--- src/rtl/universal_register.sv ---
// Purpose : WIDTH-bit universal register: hold, load, shift, rotate, inc, dec.
// Latency : one CLK edge from inputs to Q/CO/ZERO; every output is registered.
// Backpressure: none; each edge with EN=1 performs exactly one operation.
//
// Ports:
//   CLK   - clock, all state updates on rising edge
//   RST_N - synchronous active-low reset (Q=RESET_VALUE, CO=0)
//   EN    - operation enable; when low, all outputs hold
//   MODE  - 000 hold, 001 load, 010 shl, 011 shr, 100 rol, 101 ror, 110 inc, 111 dec
//   D     - parallel load data
//   SIN   - serial input for shift modes (ignored by rotates)
//   Q     - registered value
//   CO    - registered carry / borrow / shift-out
//   ZERO  - registered (Q == 0)
module universal_register #(
  parameter int unsigned           WIDTH       = 8,
  parameter logic [WIDTH-1:0]      RESET_VALUE = '0
) (
  input  logic             CLK,
  input  logic             RST_N,
  input  logic             EN,
  input  logic [2:0]       MODE,
  input  logic [WIDTH-1:0] D,
  input  logic             SIN,
  output logic [WIDTH-1:0] Q,
  output logic             CO,
  output logic             ZERO
);

  localparam logic [2:0] MODE_HOLD = 3'b000;
  localparam logic [2:0] MODE_LOAD = 3'b001;
  localparam logic [2:0] MODE_SHL  = 3'b010;
  localparam logic [2:0] MODE_SHR  = 3'b011;
  localparam logic [2:0] MODE_ROL  = 3'b100;
  localparam logic [2:0] MODE_ROR  = 3'b101;
  localparam logic [2:0] MODE_INC  = 3'b110;
  localparam logic [2:0] MODE_DEC  = 3'b111;

  localparam logic [WIDTH-1:0] ALL_ONES = '1;
  localparam logic [WIDTH-1:0] ONE      = WIDTH'(1);

  logic [WIDTH-1:0] q_next;
  logic             co_next;

  // Next-state for an enabled operation; reset and EN gating live in the flop.
  always_comb begin
    q_next  = Q;
    co_next = CO;
    case (MODE)
      MODE_HOLD: begin
        q_next  = Q;
        co_next = CO;
      end
      MODE_LOAD: begin
        q_next  = D;
        co_next = 1'b0;
      end
      MODE_SHL: begin
        q_next  = {Q[WIDTH-2:0], SIN};
        co_next = Q[WIDTH-1];
      end
      MODE_SHR: begin
        q_next  = {SIN, Q[WIDTH-1:1]};
        co_next = Q[0];
      end
      MODE_ROL: begin
        q_next  = {Q[WIDTH-2:0], Q[WIDTH-1]};
        co_next = Q[WIDTH-1];
      end
      MODE_ROR: begin
        q_next  = {Q[0], Q[WIDTH-1:1]};
        co_next = Q[0];
      end
      MODE_INC: begin
        q_next  = Q + ONE;
        co_next = (Q == ALL_ONES);
      end
      MODE_DEC: begin
        q_next  = Q - ONE;
        co_next = (Q == '0);
      end
      default: begin
        q_next  = Q;
        co_next = CO;
      end
    endcase
  end

  // ZERO is computed from the value being written so it tracks Q with no lag.
  always_ff @(posedge CLK) begin
    if (!RST_N) begin
      Q    <= RESET_VALUE;
      CO   <= 1'b0;
      ZERO <= (RESET_VALUE == '0);
    end else if (EN) begin
      Q    <= q_next;
      CO   <= co_next;
      ZERO <= (q_next == '0);
    end
  end

endmodule

--- config.mk ---
export PLATFORM = sky130hd
export DESIGN_NAME = universal_register
export DESIGN_NICKNAME = d
export VERILOG_FILES = /design/src/rtl/universal_register.sv
export SDC_FILE = /design/constraint.sdc
export NUM_CORES = 1
export LEC_CHECK = 0
export CAP_MARGIN = 20
export CORE_MARGIN = 2
export CORE_UTILIZATION = 30
export DETAILED_ROUTE_END_ITERATION = 7
export PLACE_DENSITY = 0.59
export SLEW_MARGIN = 20
export SYNTH_ARGS = -nofsm -noshare
export SYNTH_HDL_FRONTEND = slang
export SYNTH_SLANG_ARGS = --single-unit
--- constraint.sdc ---
create_clock -name CLK -period 2.3 [get_ports CLK]
set_input_delay 0.23 -clock CLK [delete_from_list [all_inputs] [get_ports CLK]]
set_output_delay 0.23 -clock CLK [all_outputs]
set_load 0.01 [all_outputs]
==> out/metrics.yaml <==
io_pins: 25
synth_compound_area_share_pct: 35.70
synth-edff-count: 0
vias: 1337
synthFlopType: "dfxtp_1"
dieHeight_um: 68.13
nets: 211
drt-initial-drc-count: 54
cp-start-kind: "primary input"
setup_viol: 0
avgSynthCellArea_um2: 7.522
dpl.hpwl_um: 2914
status: "finished clean"
setup_ws_ns: 0.1440
synth_cells: 164
finClkSkew_ns: 0.001202
first_global_vias: 1249
hold_depth: 2
ys.warnings.count: 0
fp-row-count: 23
worstPathArrival_ns: 2.31
routed_via_density: 5.502
r2r_slack_ns: 0.31
cts_resized: 0
ff2ff_path_depth: 8
crit_path_max_fanout: 18
muxShareOfSynthArea_pct: 4.158
grt_first_pass_wirelength_um: 6230
tns_ns: 0
clock_path_buffers: 2
die_w_um: 68.13
hold_viol: 0
dr.pass1.iters: 4
synth_fa_ha_area_share_pct: 1.014
clk_latency_ns: 0.24
grt-ovfl-total: 0
ir_drop_uv: 174.4
drv_slew: 0
root_buffer: "clkbuf_8"
drive_above_1_share_pct: 17.62
post-cts-setup-buffers: 0
dp.cells: 240
dp_slack_ns: -0.1062
finalWirelength_um: 3877
rsz0062_at_grt: "false"
cts.sinks: 10
antenna_found_initial: 0
min_from: "CO"
min_to: "CO"
crit_path_end_kind: "register"
critPathKind: "in -> reg"
syn_area_mm2: 0.001234
wire_per_inst_um: 15.95
drcViolationCount: 0
diodes: 0
period_share_pct: 93.74
yosysUniqueCellTypes: 56
hold_buffers: 0
drtAntennaViolNets: 0
io_buffers: 24
holdCritPathClass: "reg -> reg"
ys_seq_area_share_pct: 16.23
period_minus_slack_ns: 2.156
rr_endpoint: "ZERO"
synth_top_family_by_area: "compound AO/OA/AOI/OAI gates"
htree_levels: 1
maxCapViolCount: 0
final_common_cell: "clkdlybuf4s50_1"
max_freq_ghz: 0.4638
tightest_slew_ns: 0.4677
synth_nets: 180
leakage_uw: 0.0006360
synth-xor-area-share_pct: 4.260
hold_slack_ns: 0.5273
tritoncts: "yes"
routabilityCongestion: 0.8936
cts_made_buffers: 3
ys_ff_latch: 10
fillCellCount: 432
layoutNonFillerInstCount: 243
clkSlewWorstSetupHoldPaths_ns: 0.05
powerDensity_mw_per_mm2: 447.2
crit_required_ns: 2.45
core_area_mm2: 0.003971
dieArea_mm2: 0.004641
r2r_start: "Q[1]"
start_util_pct: 31.06
grt_max_degree: 20
startpoint: "MODE[0]"
track_usage_pct: 18.13
slew_headroom_pct: 68.71
mostFrequentLayoutCells: "clkdlybuf4s50_1 (24), buf_4 (20), a21oi_1 (17)"
area_growth_pct: 29.82
synthArstFlopShare_pct: 0
synth-simple-area-share_pct: 26.57
==> cell families (layout without fill, tap and decap cells) <==
family / count (synthesis) / in the layout
adders and majority gates: 1 / 1
muxes: 5 / 5
buffers and inverters: 24 / 53
AOI/OAI and AO/OA: 60 / 60
xor gates and xnor gates: 6 / 6
and+or+nand+nor: 58 / 58
DFF: 10 / 10
==> report_power, final <==
group	leakage, uW	total, uW	switching, uW	internal [uW]
sequential	0.0000827	215	27.6	188
combinational	0.000532	312	154	159
clock	0.0000216	188	73.2	115
total	0.000636	716	254	462
==> synth_stat cells (2+ instances only) <==
cell type / n / area share (%)
a221o_1: 2 / 1.6
a211oi_1: 2 / 1.2
nor3b_1: 2 / 1.2
o2111ai_1: 4 / 2.8
clkbuf_1: 2 / 0.61
and3_1: 3 / 1.5
or3_1: 3 / 1.5
nor2_1: 13 / 4.0
o21ai_0: 13 / 5.3
a21oi_1: 17 / 6.9
o211ai_1: 3 / 1.8
a32oi_1: 2 / 1.4
buf_2: 4 / 1.6
dfxtp_1: 10 / 16
o211a_1: 2 / 1.6
inv_1: 6 / 1.8
xnor2_1: 5 / 3.5
nand3_1: 2 / 0.81
nand2_1: 16 / 4.9
buf_6: 3 / 2.7
nor3_1: 5 / 2.0
buf_4: 7 / 4.3
mux2i_1: 4 / 3.2
a221oi_1: 2 / 1.4
==> worst max-delay path by stage <==
| stage | to | cells past startpoint |
|---|---|---|
| CTS | ZERO | 10 |
| detailed placement | ZERO | 10 |
| finish | ZERO | 8 |
| global route | ZERO | 10 |
| global placement | ZERO | 8 |
| floorplan | ZERO | 10 |
==> registers in the layout, summed over array words and instances, names as in the netlist <==
name / cells
CO: 1
Q: 8
ZERO: 1
==> layout make-up <==
| class | count | area, um2 | share of cell area, % |
|---|---|---|---|
| tap | 50 | 62.56 | 3.906 |
| inverter | 6 | 22.52 | 1.406 |
| sequential | 10 | 200.2 | 12.50 |
| clock buffer | 3 | 41.29 | 2.578 |
| multi-input combinational | 130 | 884.6 | 55.23 |
| timing repair buffer | 44 | 390.4 | 24.37 |
==> routing by layer <==
| layer | GRT usage [%] | routed length, um | part of all wire (%) | up-vias |
|---|---|---|---|---|
| li1 | - | - | - | 669 |
| met1 | 24.04 | 1855 | 48 | 618 |
| met2 | 28.88 | 1750 | 45 | 42 |
| met3 | 3.289 | 185 | 4.8 | 8 |
| met4 | 7.250 | 85 | 2.2 | 0 |
| met5 | 0 | 0 | 0 | - |
==> through the flow <==
stage | total power, uW | utilization [%] | instance area (um2)
floorplan | 420.0 | - | 1234
global placement | 530.0 | 39.29 | 1560
detailed placement | 528.1 | 39.29 | 1560
CTS | 718.4 | 40.33 | 1602
global route | 754.9 | 40.33 | 1602
finish | 716.3 | 40.33 | 1602
==> critical path: stages <==
cell and delay [ns]:
clkdlybuf4s50_1 0.48, buf_4 0.24, or3b_4 0.44, nor4_4 0.27, o21ai_0 0.14, nand3_1 0.16
o2111ai_1 0.15, o31ai_2 0.20
No activity file was read; power rests on OpenSTA's default activity.
